File: src/rtl/lsq_pkg.sv
// Shared types and sizing for the load/store queue dispatch allocator.
// Queue depths are powers of two so index arithmetic wraps by truncation.
package lsq_pkg;

    localparam int DISPATCH_WIDTH     = 4;
    localparam int LDQ_DEPTH          = 16;
    localparam int LDQ_INDEX          = 4;
    localparam int STQ_DEPTH          = 16;
    localparam int STQ_INDEX          = 4;
    localparam int COMMIT_WIDTH       = 4;
    localparam int DISPATCH_WIDTH_LOG = $clog2(DISPATCH_WIDTH);
    localparam int LANE_CNT_W         = DISPATCH_WIDTH_LOG + 1;
    localparam int COMMIT_CNT_W       = $clog2(COMMIT_WIDTH) + 1;

    typedef logic [LDQ_INDEX-1:0] ldq_idx_t;
    typedef logic [STQ_INDEX-1:0] stq_idx_t;
    typedef logic [LDQ_INDEX:0]   ldq_cnt_t;
    typedef logic [STQ_INDEX:0]   stq_cnt_t;

endpackage

File: src/rtl/lsq_prefix_count.sv
// Exclusive prefix popcount over N lane flags, plus the total.
// prefix[i] counts set flags in lanes strictly below i.
module lsq_prefix_count #(
    parameter int N = 4,
    parameter int W = $clog2(N) + 1
) (
    input  logic [N-1:0]        flags,
    output logic [N-1:0][W-1:0] prefix,
    output logic [W-1:0]        total
);

    logic [W-1:0] acc;

    always_comb begin
        acc    = '0;
        prefix = '0;
        for (int i = 0; i < N; i++) begin
            prefix[i] = acc;
            acc       = acc + W'(flags[i]);
        end
        total = acc;
    end

endmodule

File: src/rtl/lsq_dispatch_alloc.sv
// Dispatch-stage LDQ/STQ allocator: hands out queue indices per lane and
// writes each store's following-load index into the STQ side RAM.
module lsq_dispatch_alloc
    import lsq_pkg::*;
(
    input  logic                                     clk,
    input  logic                                     reset,
    input  logic                                     dispatchValid_i,
    input  logic [DISPATCH_WIDTH-1:0]                laneValid_i,
    input  logic [DISPATCH_WIDTH-1:0]                isLoad_i,
    input  logic [DISPATCH_WIDTH-1:0]                isStore_i,
    input  logic [COMMIT_CNT_W-1:0]                  ldqCommitCnt_i,
    input  logic [COMMIT_CNT_W-1:0]                  stqCommitCnt_i,
    input  logic                                     flush_i,
    output logic                                     dispatchReady_o,
    output logic [DISPATCH_WIDTH-1:0][LDQ_INDEX-1:0] ldqIdx_o,
    output logic [DISPATCH_WIDTH-1:0][STQ_INDEX-1:0] stqIdx_o,
    output logic [DISPATCH_WIDTH-1:0]                fldWe_o,
    output logic [DISPATCH_WIDTH-1:0][STQ_INDEX-1:0] fldAddr_o,
    output logic [DISPATCH_WIDTH-1:0][LDQ_INDEX-1:0] fldData_o,
    output logic [LDQ_INDEX:0]                       ldqCount_o,
    output logic [STQ_INDEX:0]                       stqCount_o
);

    ldq_idx_t ldqHead, ldqTail;
    ldq_cnt_t ldqCount;
    stq_idx_t stqHead, stqTail;
    stq_cnt_t stqCount;

    logic [DISPATCH_WIDTH-1:0] ld, st;
    logic [DISPATCH_WIDTH-1:0][LANE_CNT_W-1:0] ldPre, stPre;
    logic [LANE_CNT_W-1:0] nLd, nSt;

    logic [LDQ_INDEX+1:0] ldqNeed;
    logic [STQ_INDEX+1:0] stqNeed;
    logic                 ready, fire;
    ldq_cnt_t             ldqFree, ldqAdd;
    stq_cnt_t             stqFree, stqAdd;

    assign ld = laneValid_i & isLoad_i;
    assign st = laneValid_i & isStore_i;

    lsq_prefix_count #(.N(DISPATCH_WIDTH), .W(LANE_CNT_W)) u_ld_prefix (
        .flags  (ld),
        .prefix (ldPre),
        .total  (nLd)
    );

    lsq_prefix_count #(.N(DISPATCH_WIDTH), .W(LANE_CNT_W)) u_st_prefix (
        .flags  (st),
        .prefix (stPre),
        .total  (nSt)
    );

    // Registered counts only: frees from this cycle's commit are not credited.
    assign ldqNeed = (LDQ_INDEX+2)'(ldqCount) + (LDQ_INDEX+2)'(nLd);
    assign stqNeed = (STQ_INDEX+2)'(stqCount) + (STQ_INDEX+2)'(nSt);
    assign ready   = (ldqNeed <= (LDQ_INDEX+2)'(LDQ_DEPTH))
                   & (stqNeed <= (STQ_INDEX+2)'(STQ_DEPTH))
                   & ~flush_i & ~reset;
    assign fire    = dispatchValid_i & ready;

    assign dispatchReady_o = ready;
    assign ldqCount_o      = ldqCount;
    assign stqCount_o      = stqCount;

    always_comb begin
        ldqIdx_o  = '0;
        stqIdx_o  = '0;
        fldAddr_o = '0;
        fldData_o = '0;
        fldWe_o   = {DISPATCH_WIDTH{fire & ~flush_i & ~reset}} & st;
        for (int i = 0; i < DISPATCH_WIDTH; i++) begin
            ldqIdx_o[i]  = ldqTail + ldq_idx_t'(ldPre[i]);
            stqIdx_o[i]  = stqTail + stq_idx_t'(stPre[i]);
            fldAddr_o[i] = stqTail + stq_idx_t'(stPre[i]);
            fldData_o[i] = ldqTail + ldq_idx_t'(ldPre[i]);
        end
    end

    // Commit frees clamp at the current occupancy so counts never underflow.
    always_comb begin
        ldqFree = ldq_cnt_t'(ldqCommitCnt_i);
        stqFree = stq_cnt_t'(stqCommitCnt_i);
        if (ldqFree > ldqCount) ldqFree = ldqCount;
        if (stqFree > stqCount) stqFree = stqCount;
        ldqAdd = fire ? ldq_cnt_t'(nLd) : '0;
        stqAdd = fire ? stq_cnt_t'(nSt) : '0;
    end

    always_ff @(posedge clk) begin
        if (reset) begin
            ldqHead  <= '0;
            ldqTail  <= '0;
            ldqCount <= '0;
            stqHead  <= '0;
            stqTail  <= '0;
            stqCount <= '0;
        end else if (flush_i) begin
            ldqHead  <= ldqHead + ldq_idx_t'(ldqFree);
            ldqTail  <= ldqHead + ldq_idx_t'(ldqFree);
            ldqCount <= '0;
            stqHead  <= stqHead + stq_idx_t'(stqFree);
            stqTail  <= stqHead + stq_idx_t'(stqFree);
            stqCount <= '0;
        end else begin
            ldqHead  <= ldqHead + ldq_idx_t'(ldqFree);
            ldqTail  <= ldqTail + ldq_idx_t'(ldqAdd);
            ldqCount <= ldqCount - ldqFree + ldqAdd;
            stqHead  <= stqHead + stq_idx_t'(stqFree);
            stqTail  <= stqTail + stq_idx_t'(stqAdd);
            stqCount <= stqCount - stqFree + stqAdd;
        end
    end

    always_ff @(posedge clk) begin
        if (!reset) begin
            assert (ldq_cnt_t'(ldqCommitCnt_i) <= ldqCount);
            assert (stq_cnt_t'(stqCommitCnt_i) <= stqCount);
            if (dispatchValid_i)
                assert ((laneValid_i & isLoad_i & isStore_i) == '0);
        end
    end

endmodule

File: config.mk
export PLATFORM = sky130hd
export DESIGN_NAME = lsq_dispatch_alloc
export DESIGN_NICKNAME = d
export VERILOG_FILES = /design/src/rtl/lsq_pkg.sv /design/src/rtl/lsq_prefix_count.sv /design/src/rtl/lsq_dispatch_alloc.sv
export SDC_FILE = /design/constraint.sdc
export NUM_CORES = 1
export LEC_CHECK = 0
export ABC_AREA = 1
export CAP_MARGIN = 20
export CORE_AREA = 2 2 67 94
export DETAILED_ROUTE_END_ITERATION = 10
export DIE_AREA = 0 0 69 96
export DONT_BUFFER_PORTS = 1
export GPL_TIMING_DRIVEN = 0
export PLACE_DENSITY = 0.83
export SLEW_MARGIN = 20
export SYNTH_ARGS = -nofsm -noshare
export SYNTH_HDL_FRONTEND = slang
export SYNTH_HIERARCHICAL = 1
export SYNTH_SLANG_ARGS = --single-unit
export TNS_END_PERCENT = 30
File: constraint.sdc
create_clock -name clk -period 5.5 [get_ports clk]
set_input_delay 0.55 -clock clk [delete_from_list [all_inputs] [get_ports clk]]
set_output_delay 0.55 -clock clk [all_outputs]
set_load 0.02 [all_outputs]
Word level (Yosys, flattened, before mapping)

Cells that the tools add are included.

Bits in registers: 26
Output and inout port bits: 79
Input port bits: 22
Logic and storage cells: 50

Reduce and logical (&&, ||, !) cells: 1
Muxes and demuxes: 6
Bitwise logic cells: 11
$add $sub $neg: 22
Order comparisons: 4

Operator list:

| operator                                                               | count |
|---|---|
| 4-bit by 3-bit adder with 4-bit output                                 | 6 |
| 3-bit by 1-bit adder with 3-bit output                                 | 4 |
| 5-bit by 3-bit adder with 6-bit output                                 | 2 |
| 4-bit bitwise AND                                                      | 3 |
| 6-bit by 5-bit <= comparator with 1-bit output (second input constant) | 2 |
| 5-bit by 3-bit adder with 5-bit output                                 | 2 |
| 3-bit by 5-bit greater-than comparator with 1-bit output               | 2 |
| 5-bit 2-to-1 mux                                                       | 2 |
| 5-bit subtractor                                                       | 2 |
| 4-bit by 1-bit adder with 4-bit output                                 | 2 |
| 4-bit adder                                                            | 2 |
| 4-bit 2-to-1 mux                                                       | 2 |
| 1-bit bitwise AND                                                      | 6 |
| 3-bit 2-to-1 mux                                                       | 2 |
| 1-bit by 1-bit adder with 2-bit output                                 | 2 |
| 1-bit NOT                                                              | 2 |
| 2-bit OR reduction                                                     | 1 |

Depth between registers and ports, before layout

Depth after elaboration: 13
Mapped depth: 28
Depth with buffers taken out: 28

By module

Netlist, hierarchy kept.

By module, submodules not included:

| module             | sequential area each (um2) | area an instance (um2) | times used | cells an instance |
|---|---|---|---|---|
| lsq_dispatch_alloc | 520.5                      | 3288.2                 | 1          | 429 |
| lsq_prefix_count   | 0.0                        | 183.9                  | 2          | 24 |

Least setup slack after synthesis

No wires, ideal clock.

Path type: input to register
Start: in laneValid_i[0]
End: reg stqCount[4] (netlist: stqCount_o[4])
Path buffers: 0
Stages: 24
Setup slack: 0.686 ns
Data arrival time: 4.750 ns
Required time: 5.436 ns
Setup time: 0.064 ns
Cells stage by stage: nand2_1 > inv_1 > inv_1 > fa_1 > inv_1 > ha_1 > inv_1 > fa_1 > inv_1 > fa_1 > or2_1 > nor2_2 > nand3_1 > nand2_2 > nand4_4 > nor2_1 > fa_1 > fa_1 > nand2_1 > nand2_1 > a21oi_1 > xor2_1 > inv_1 > nor2_1

RTL lines:

| element              | RTL line                  | source |
|---|---|---|
| from (decl)          | lsq_dispatch_alloc.sv:9   | `input logic [DISPATCH_WIDTH-1:0] laneValid_i,` |
| to (signal assigned) | lsq_dispatch_alloc.sv:112 | `stqCount <= stqCount - stqFree + stqAdd;` |
| to (decl)            | lsq_dispatch_alloc.sv:28  | `stq_cnt_t stqCount;` |

==> summary.txt <==
Setup path
  – Worst EP required: 5.71 ns
  – CP Capture Type: register
  – Crit-path max FO: 10
  – Worst setup SP type: input port
  – Crit Path Category: input port to register
  – Critical Path AT: 5.22 ns

Clocking
  – Setup Buffers After CTS: 0
  – CTS clk-pin slew, worst paths: 0.10 ns
  – CTS Buffer Depth: 2
  – Clk Latency, worst-skew pair: 0.27 ns
  – Root Buffer: clkbuf_8
  – CTS Hold Bufs: 0
  – CTS sink cnt: 26
  – Htree depth: 1
  – Total CTS buffers: 3
  – Cts repair resizes: 0
  – TritonCTS clock tree: yes

Drt
  – Wire length per cell: 12.75 um
  – Total Wirelength: roughly 7200 um
  – Initial DRC Count: 78
  – Routed vias: 2869
  – Detail Route Antenna Nets: 0
  – Drt pass-1 iters: 4
  – DRC: 0
  – Via/cell ratio: 5.114

Global routing
  – Met2 Track Usage GR: 0.4463
  – Grt total ovfl: 0
  – Global-route track usage on met3: 0.02932
  – GRT met1 Usage: 0.2351
  – Number of global-route vias before repair: 2913
  – First-pass GRT wire length: 11910 um
  – Pin count of the biggest net entering global routing: 16
  – Grt peak-use layer: met2
  – Initial antenna violation count: 0
  – Overall routing resource usage: 0.2176

STA
  – Fin crit share: 0.9099
  – TNS Setup: 0 ns
  – RSZ-0062 raised after global routing: false
  – Final Hold Fails: 0
  – Max_slew headroom: 0.6266
  – Max-slew violations: 0
  – Max frequency: 199.8 MHz
  – Min cycle time layout: 5.004 ns
  – Setup ws final: 0.4957 ns
  – Tightest Pin Transition: about 0.56 ns
  – WHS: 0.3964 ns
  – Setup violations, final: 0
  – Clock Skew: 0.004141 ns

Power
  – VDD IR max: 0.2373 mV
  – Pwr/cell area: 601.8 nW/um^2
  – Lkg Pwr: 2.176 nW
  – Power Total: 2.319 mW

Synthesis
  – Syn_area_per_cell: 7.665 um^2
  – Asr flop ratio synth: 0
  – Syn Std Cell Area: 3656 um^2
  – Ys Warns: 6
  – Top cell type by total area after synthesis: ha_1
  – Sequential-to-total area share from yosys stat: 0.1424
  – Synth top area cells: ha_1 23%, dfxtp_1 14%, fa_1 13%
  – Ys flop type: dfxtp_1
  – Yosys cell types: 29
  – Mapped Cells: between 400 and 500
  – Post-synth EDFFs: 0
  – Synth top area share: 0.2259
  – Register bit total from synthesis: 26

Finish
  – Layout area overhead: 5.373%
  – Nets: 604
  – Most frequent cells in the layout: 104 x inv_1, 66 x ha_1, 56 x nand2_1
  – Commonest non-fill, non-tap cell in the layout: inv_1
  – Final core occ: 0.6665
  – Ant. Diodes: 0
  – Ratio of cells with drive above 1 in the final layout: 0.1263

Die
  – Num rows: 33
  – Core Area: roughly 5800 um^2
  – Initial core utilization: 0.6325
  – # IOs: 101
  – Die Height: 96 um
  – Die width: 69 um
  – Die area: approximately 6600 um^2

Placed design
  – Placement Setup Slack: ~0.22 ns
  – Dpl hpwl: 6149 um
  – PortBufs: 0
  – Gpl congestion: 0.8568

Run
  – Max-Cap Viols: 0

Run status
  – Outcome: completed

Worst hold path
  – Min-Delay Path Class: input port to register
==> layer usage <==
layer,up-vias,routed length [um]
li1,1449,-
met1,1333,2846
met2,79,3855
met3,8,369
met4,0,78
met5,-,0
==> synthesized netlist by cell type, types with 2 or more instances <==
master / n
inv_1: 104
ha_1: 66
nand2_1: 56
buf_4: 46
nor2_1: 38
nand3_1: 27
a21oi_1: 26
dfxtp_1: 26
fa_1: 24
xor2_1: 14
xnor2_1: 10
o21ai_0: 8
nand4_1: 5
nor2_2: 4
a31oi_1: 3
or2_1: 3
clkbuf_1: 2
conb_1: 2
nand2_2: 2
o22a_1: 2
==> worst max-delay path, stage by stage <==
cell	delay (ns)
nand2_1	0.05
inv_1	0.11
inv_1	0.07
fa_1	0.54
inv_1	0.06
ha_1	0.17
inv_1	0.06
fa_1	0.41
inv_1	0.17
fa_1	0.43
or2_1	0.25
nor2_2	0.10
nand3_1	0.13
nand2_2	0.10
nand4_4	0.19
nor2_1	0.26
fa_1	0.50
fa_1	0.46
nand2_1	0.09
nand2_1	0.06
a21oi_1	0.16
xor2_1	0.16
inv_1	0.05
nor2_1	0.07
==> final timing paths <==
| kind | startpoint | endpoint | slack [ns] | depth (start not counted) |
|---|---|---|---|---|
| setup / recovery | laneValid_i[0] | stqCount_o[4] | 0.50 | 24 |
| hold / removal | flush_i | stqTail[3] | 0.40 | 2 |
| setup reg to reg | ldqCount_o[0] | stqCount_o[4] | 1.62 | 16 |
| hold reg to reg | ldqHead[3] | ldqHead[3] | 0.55 | 3 |
==> state kept, by name, summed over array words and instances, names as in the netlist <==
register,count
stqHead,4
ldqHead,4
ldqCount_o,5
ldqTail,4
stqCount_o,5
stqTail,4
==> power breakdown <==
part / switching (mW) / internal, mW
logic: 1.14 / 0.637
clock network: 0.0626 / 0.0973
registers: 0.124 / 0.262
total: 1.32 / 0.996
==> cell type report <==
class / count / area, um^2
Buffer: 50 / 369.1
Clock buffer: 3 / 41.29
Clock inverter: 1 / 30.03
Fill cell: 505 / 1928
Inverter: 104 / 390.4
Multi-Input combinational cell: 307 / 2414
Sequential cell: 26 / 520.5
Tap cell: 70 / 87.58
==> metrics by stage <==
| stage | instances | area [um^2] |
|---|---|---|
| final | 561 | 3852 |
| after global routing | 561 | 3852 |
| after CTS | 561 | 3852 |
| after detailed placement | 557 | 3781 |
| after global placement | 557 | 3781 |
| after floorplan | 487 | 3694 |
==> cells by family after synthesis <==
group	Yosys count	synth area share
buffers and inverters	154	0.2077
AND/OR/NAND/NOR	140	0.1721
adder cells (fa/ha/maj)	90	0.3573
AO/OA/AOI/OAI	41	0.06092
flip-flops	26	0.1424
XOR/XNOR	24	0.05749
other	2	0.002054
Power figures use the tool's default switching activity.
